### config.mk
export PLATFORM = sky130hd
export DESIGN_NAME = ssds_mux_driver
export DESIGN_NICKNAME = d
export VERILOG_FILES = /design/src/rtl/ssds_mux_driver_pkg.sv /design/src/rtl/ssds_scan_timer.sv /design/src/rtl/ssds_mux_driver.sv
export SDC_FILE = /design/constraint.sdc
export NUM_CORES = 1
export LEC_CHECK = 0
export BUFFER_PORTS_ARGS = -buffer_cell sky130_fd_sc_hd__buf_2
export CAP_MARGIN = 20
export CORE_ASPECT_RATIO = 0.5
export CORE_MARGIN = 2
export CORE_UTILIZATION = 45
export DETAILED_ROUTE_END_ITERATION = 8
export GPL_ROUTABILITY_DRIVEN = 0
export REMOVE_ABC_BUFFERS = 1
export SYNTH_ARGS = -nofsm -noshare
export SYNTH_HDL_FRONTEND = slang
export SYNTH_SLANG_ARGS = --single-unit
### constraint.sdc
create_clock -name clk -period 4.7 [get_ports clk]
set_clock_uncertainty 0.15 [all_clocks]
set_input_delay 0.47 -clock clk [delete_from_list [all_inputs] [get_ports clk]]
set_output_delay 0.47 -clock clk [all_outputs]
set_load 0.01 [all_outputs]
### src/rtl/ssds_mux_driver_pkg.sv
// ssds_mux_driver_pkg
// Shared definitions for the seven-segment display scan path: FSM state
// encoding, segment bit order, digit count and the pin polarity helper.
package ssds_mux_driver_pkg;

   // Scan FSM states
   typedef enum logic [1:0] {
      ST_IDLE  = 2'd0,
      ST_BLANK = 2'd1,
      ST_SHOW  = 2'd2
   } ssd_state_e;

   // Segment bit order within a digit pattern: a = bit0 .. g = bit6
   localparam int unsigned SEG_A = 0;
   localparam int unsigned SEG_B = 1;
   localparam int unsigned SEG_C = 2;
   localparam int unsigned SEG_D = 3;
   localparam int unsigned SEG_E = 4;
   localparam int unsigned SEG_F = 5;
   localparam int unsigned SEG_G = 6;
   localparam int unsigned SEG_W = 7;

   localparam int unsigned NUM_DIGITS = 4;

   // Convert a "1 = lit" pattern into physical pin levels.
   function automatic logic [SEG_W-1:0] seg_to_pins(input logic [SEG_W-1:0] lit,
                                                    input logic active_low);
      return active_low ? ~lit : lit;
   endfunction

endpackage

### src/rtl/ssds_scan_timer.sv
// ssds_scan_timer
// Owns the per-window cycle counter and the digit index of the scan.
// Ports:
//   clk, rst          clock, synchronous active-high reset
//   clear_i           force cycle counter and digit index to 0
//   run_i             advance the counter this cycle (ignored while clear_i)
//   digit_idx_o       digit currently being scanned
//   blank_done_o      last cycle of the blanking part of the window
//   window_done_o     last cycle of the digit window
//   frame_wrap_o      last cycle of the last digit window of a frame
module ssds_scan_timer
   import ssds_mux_driver_pkg::*;
#(
   parameter int unsigned DIGIT_CYCLES = 50000,
   parameter int unsigned BLANK_CYCLES = 500
) (
   input  logic       clk,
   input  logic       rst,
   input  logic       clear_i,
   input  logic       run_i,
   output logic [1:0] digit_idx_o,
   output logic       blank_done_o,
   output logic       window_done_o,
   output logic       frame_wrap_o
);

   localparam int unsigned CNT_W = $clog2(DIGIT_CYCLES);
   localparam logic [CNT_W-1:0] BLANK_LAST  = CNT_W'(BLANK_CYCLES - 1);
   localparam logic [CNT_W-1:0] WINDOW_LAST = CNT_W'(DIGIT_CYCLES - 1);
   localparam logic [1:0]       DIGIT_LAST  = 2'(NUM_DIGITS - 1);

   logic [CNT_W-1:0] cycle_cnt_q, cycle_cnt_d;
   logic [1:0]       digit_idx_q, digit_idx_d;

   assign blank_done_o  = (cycle_cnt_q == BLANK_LAST);
   assign window_done_o = (cycle_cnt_q == WINDOW_LAST);
   assign frame_wrap_o  = window_done_o && (digit_idx_q == DIGIT_LAST);
   assign digit_idx_o   = digit_idx_q;

   always_comb begin
      cycle_cnt_d = cycle_cnt_q;
      digit_idx_d = digit_idx_q;
      if (clear_i) begin
         cycle_cnt_d = '0;
         digit_idx_d = '0;
      end else if (run_i) begin
         if (window_done_o) begin
            cycle_cnt_d = '0;
            digit_idx_d = digit_idx_q + 2'd1;   // wraps 3 -> 0
         end else begin
            cycle_cnt_d = cycle_cnt_q + 1'b1;
         end
      end
   end

   always_ff @(posedge clk) begin
      if (rst) begin
         cycle_cnt_q <= '0;
         digit_idx_q <= '0;
      end else begin
         cycle_cnt_q <= cycle_cnt_d;
         digit_idx_q <= digit_idx_d;
      end
   end

endmodule

### src/rtl/ssds_mux_driver.sv
// ssds_mux_driver
// Time-multiplexes four snapshotted 7-segment digits onto a shared-segment
// 4-digit display, with a blanking gap at the start of every digit window.
// Ports:
//   clk, rst              clock, synchronous active-high reset
//   ctrl_en               display enable
//   ctrl_digit_0..3       per-digit segment pattern, bit0=a..bit6=g, 1 = lit
//   ctrl_dots             bit i = dot of digit i, 1 = lit
//   ssd_segments, ssd_dot physical segment/dot pins (SEG_ACTIVE_LOW polarity)
//   ssd_anodes            physical digit enables (AN_ACTIVE_LOW polarity)
//   frame_start           one-cycle pulse when a new snapshot is taken
module ssds_mux_driver
   import ssds_mux_driver_pkg::*;
#(
   parameter int unsigned DIGIT_CYCLES   = 50000,
   parameter int unsigned BLANK_CYCLES   = 500,
   parameter bit          SEG_ACTIVE_LOW = 1'b1,
   parameter bit          AN_ACTIVE_LOW  = 1'b1
) (
   input  logic             clk,
   input  logic             rst,
   input  logic             ctrl_en,
   input  logic [SEG_W-1:0] ctrl_digit_0,
   input  logic [SEG_W-1:0] ctrl_digit_1,
   input  logic [SEG_W-1:0] ctrl_digit_2,
   input  logic [SEG_W-1:0] ctrl_digit_3,
   input  logic [3:0]       ctrl_dots,
   output logic [SEG_W-1:0] ssd_segments,
   output logic             ssd_dot,
   output logic [3:0]       ssd_anodes,
   output logic             frame_start
);

   localparam logic [SEG_W-1:0] SEG_OFF = SEG_ACTIVE_LOW ? '1 : '0;
   localparam logic             DOT_OFF = SEG_ACTIVE_LOW;
   localparam logic [3:0]       AN_OFF  = AN_ACTIVE_LOW ? '1 : '0;

   ssd_state_e state_q, state_d;

   logic [NUM_DIGITS-1:0][SEG_W-1:0] snap_dig_q, snap_dig_d;
   logic [NUM_DIGITS-1:0]            snap_dot_q, snap_dot_d;

   logic [SEG_W-1:0] seg_q, seg_d;
   logic             dot_q, dot_d;
   logic [3:0]       an_q, an_d;
   logic             fs_q, fs_d;

   logic [1:0] digit_idx;
   logic       blank_done, window_done, frame_wrap;
   logic       tmr_clear, tmr_run;
   logic       snap_load;
   logic [3:0] an_lit;

   // Counters run only while scanning; any exit to IDLE clears them.
   assign tmr_clear = (state_q == ST_IDLE) || !ctrl_en;
   assign tmr_run   = !tmr_clear;

   ssds_scan_timer #(
      .DIGIT_CYCLES (DIGIT_CYCLES),
      .BLANK_CYCLES (BLANK_CYCLES)
   ) u_scan_timer (
      .clk           (clk),
      .rst           (rst),
      .clear_i       (tmr_clear),
      .run_i         (tmr_run),
      .digit_idx_o   (digit_idx),
      .blank_done_o  (blank_done),
      .window_done_o (window_done),
      .frame_wrap_o  (frame_wrap)
   );

   always_comb begin
      state_d   = state_q;
      snap_load = 1'b0;
      unique case (state_q)
         ST_IDLE: begin
            if (ctrl_en) begin
               state_d   = ST_BLANK;
               snap_load = 1'b1;
            end
         end
         ST_BLANK: begin
            if (!ctrl_en)        state_d = ST_IDLE;
            else if (blank_done) state_d = ST_SHOW;
         end
         ST_SHOW: begin
            if (!ctrl_en) begin
               state_d = ST_IDLE;
            end else if (window_done) begin
               state_d   = ST_BLANK;
               snap_load = frame_wrap;
            end
         end
         default: state_d = ST_IDLE;
      endcase
   end

   always_comb begin
      snap_dig_d = snap_dig_q;
      snap_dot_d = snap_dot_q;
      if (snap_load) begin
         snap_dig_d = {ctrl_digit_3, ctrl_digit_2, ctrl_digit_1, ctrl_digit_0};
         snap_dot_d = ctrl_dots;
      end
   end

   // Output stage is computed from the next state so the registered pins
   // reflect the state entered on the same edge. digit_idx only changes on
   // the edge that leaves SHOW, so its current value is valid for state_d.
   always_comb begin
      an_lit            = '0;
      an_lit[digit_idx] = 1'b1;
      seg_d = SEG_OFF;
      dot_d = DOT_OFF;
      an_d  = AN_OFF;
      fs_d  = snap_load;
      if (state_d == ST_SHOW) begin
         seg_d = seg_to_pins(snap_dig_d[digit_idx], SEG_ACTIVE_LOW);
         dot_d = SEG_ACTIVE_LOW ? ~snap_dot_d[digit_idx] : snap_dot_d[digit_idx];
         an_d  = AN_ACTIVE_LOW ? ~an_lit : an_lit;
      end
   end

   always_ff @(posedge clk) begin
      if (rst) begin
         state_q    <= ST_IDLE;
         snap_dig_q <= '0;
         snap_dot_q <= '0;
         seg_q      <= SEG_OFF;
         dot_q      <= DOT_OFF;
         an_q       <= AN_OFF;
         fs_q       <= 1'b0;
      end else begin
         state_q    <= state_d;
         snap_dig_q <= snap_dig_d;
         snap_dot_q <= snap_dot_d;
         seg_q      <= seg_d;
         dot_q      <= dot_d;
         an_q       <= an_d;
         fs_q       <= fs_d;
      end
   end

   assign ssd_segments = seg_q;
   assign ssd_dot      = dot_q;
   assign ssd_anodes   = an_q;
   assign frame_start  = fs_q;

endmodule

==> impl_results.md <==
- Overall die width: 129 um
- Buffers on Ports: 47
- Max-cap violations: 0
- Total iterations of the first detailed-routing run: 4
- H-Tree Level Count: 3
- RSZ-0062 raised after global routing: false
- TritonCTS Buffers: 9
- Number of filler cells placed in the layout: ~700
- Post-DP HPWL: 5540 um
- Final hold violations: 0
- Final Core Density: 54.1%
- Diode insertion count for antenna repair: 0
- Area share of the largest cell type after synthesis: 37.2%
- Nets: 466
- Worst skew pair latency: 330 ps
- P per Cell Area: roughly 320 nW/um^2
- Number of primary I/O pins: 48
- CP max stage delay: 860 ps
- Clock sink count: 65
- LEAKAGE: 1.45 nW
- Vias in the first global route: between 3000 and 4000
- Final non-filler cell total: between 500 and 600
- Final routed wire length divided by cell count: 16.9 um
- VDD IR-drop max: 0.000165 V
- Std-Cell Rows: 22
- Synthesis Warnings: 0
- Maximum net fanout on the critical path: 21
- Number of DRC violations after detailed routing: 0
- Top cells by area in the synthesized netlist: dfxtp_1 (37%), mux2i_1 (17%), nor2_1 (8.3%)
- Leading post-synthesis cells by instance count: nor2_1 (77), dfxtp_1 (65), mux2i_1 (58)
- Most numerous cell in the Yosys netlist: nor2_1
- Shortest clock period the worst path allows after layout: ~3200 ps
- Async set-or-reset flop fraction in the synthesized netlist: 0%
- Overflow left after global routing: 0
- Total vias in the final route: around 3000
- Placed insts: 511
- Highest achievable clock rate: about 0.31 GHz
- Layout cell share with drive strength beyond 1: a little under a fifth
- Final Max Slew Viols: 0
- Clock tree buffer depth: 2
- CP Class: register to register
- Dominant synthesized flop cell: dfxtp_1
- Cell with the largest stage delay on the worst path: dfxtp_1
- Largest area contributor in the synthesized netlist: dfxtp_1
- Total track usage: 22.3%
- Average vias per placed instance: 5.80
- Number of synthesized flops with an enable pin: 0
- Critical Path, Cell by Cell: ha_1 > and4_2 > nand4_1 > a21oi_4 > buf_4 > mux2i_1 > nor2_1
- Relative slew margins: 33.5%
- Crit share post-route: approximately 70%
- CTS tree: built
- Seq. cell area: 1300 sq um
- Number of synthesized register bits: 65
- Number of gates resized after cts: 0
- CTS clock-pin slew for the worst setup and hold paths: 50 ps
- Post-CTS setup buffer count: 0
- Post-synthesis sequential area ratio: roughly 37%
- Antenna Violating Nets Remaining: 0
- Initial antenna violation count: 0
- Number of DRC markers in iteration 0: a little over 200
- Placeable core region: 7430 sq um
- Initial core utilization: 47.1%
- HP Class: input port to register
- Required time at the worst-slack endpoint: 4740 ps
- Die area: approximately 8500 sq um
- Buffer cell driving the clock tree root: clkbuf_16
- Area occupied by multi-input gates: 2050 sq um
- Hold buffer count at CTS: 0
- Type of element launching the critical path: register
- Worst Max-Slew Pin Slew: between 900 and 1000 ps
- Critical path capture point type: register
- Setup Total Neg Slack: 0 ps
- Number of distinct standard cells referenced by the synthesized netlist: 42
- Area growth syn-to-layout: 14.9%
- Arrival time of the worst setup path: 3270 ps
- Drt total wl: slightly below 9000 um
- Final setup viols: 0
- Syn Std Cell Area: 3500 sq um
- Global-route wire length before repair: 14700 um
- Pin count of the biggest net entering global routing: 38
- Vertical die dimension: 66.3 um
- Post-Syn Area per Cell: ~8.9 sq um
- Outcome: complete, no violations
- Gate Count Post-Synth: roughly 390
## layout by cell type, fill, tap and decap left out, drive strengths merged, types with 9 or more instances in the layout
master  instances
nor2           77
dfxtp          65
mux2i          58
buf            51
and3           20
o22a           16
o221ai         16
clkbuf         14
nor3           13
a21oi          11
o21ai          11
nand2          10
xnor2           9
nor4            9
## power breakdown
part | internal, mW | switching (mW)
sequential | 0.570 | 0.0149
clock | 0.380 | 0.225
combinational | 0.0524 | 0.0607
total | 1.00 | 0.301
## worst paths after layout
check | startpoint | to | slack, ps | cells past startpoint
worst max-delay path | u_scan_timer.digit_idx_o[1]$_SDFFE_PP0P_ | snap_dig_q[15]$_SDFF_PP0_ | 1470 | 7
worst max register to register | u_scan_timer.digit_idx_o[1]$_SDFFE_PP0P_ | snap_dig_q[15]$_SDFF_PP0_ | 1470 | 7
worst min-delay path | ctrl_digit_3[1] | snap_dig_q[22]$_SDFF_PP0_ | 260 | 3
worst min register to register | u_scan_timer.cycle_cnt_q[0]$_SDFF_PP0_ | u_scan_timer.cycle_cnt_q[0]$_SDFF_PP0_ | 330 | 1
## critical path: cells and delay by family (launching register included)
family / cells / cell delay [ps]
AO/OA/AOI/OAI: 1 / 560
adder cells (fa/ha/maj): 1 / 370
buffers and inverters: 1 / 450
flip-flops: 1 / 860
multiplexers: 1 / 250
AND/OR/NAND/NOR: 3 / 430
## metrics by stage
stage                     hold slack (ps)  setup WS, ps  instance area [sq um]  power, mW
after CTS                             245          1490                   4020       1.32
after detailed placement              323          1530                   3750      0.707
after global placement                292          1560                   3750      0.700
after global routing                  269          1290                   4020       1.36
after floorplan                       280           782                   3360      0.661
final                                 258          1470                   4020       1.30
## cell type report
type | count | area share (%)
multi-input combinational | 294 | 51.0
sequential | 65 | 32.4
timing repair buffer | 51 | 6.60
clock buffer | 14 | 6.57
tap | 96 | 2.99
inverter | 5 | 0.467
## kinds of logic (layout without fill, tap and decap cells)
group                    after synthesis  count (layout)  share of synthesized area, %
XOR/XNOR                              15              15                          3.76
multiplexers                          65              65                          18.9
AND/OR/NAND/NOR                      153             153                          22.1
buffers and inverters                 32              70                          4.44
adder cells (fa/ha/maj)                5               5                          1.79
flip-flops                            65              65                          37.2
AO/OA/AOI/OAI                         56              56                          11.8
## flip-flops by register name, summed over array words and instances (netlist names)
| name | flops |
|---|---|
| u_scan_timer.digit_idx_o | 2 |
| state_q | 2 |
| ssd_dot | 1 |
| frame_start | 1 |
| ssd_segments | 7 |
| u_scan_timer.cycle_cnt_q | 16 |
| snap_dig_q | 28 |
| ssd_anodes | 4 |
| snap_dot_q | 4 |
## layer usage
metal | vias to the layer above | track usage (%) | part of all wire [%]
met5 | - | 0 | 0
met2 | 72 | 39.0 | 49
met4 | 0 | 8.56 | 0.56
met3 | 6 | 7.36 | 4.7
li1 | 1481 | - | -
met1 | 1484 | 25.7 | 46
Power figures use the tool's default switching activity.
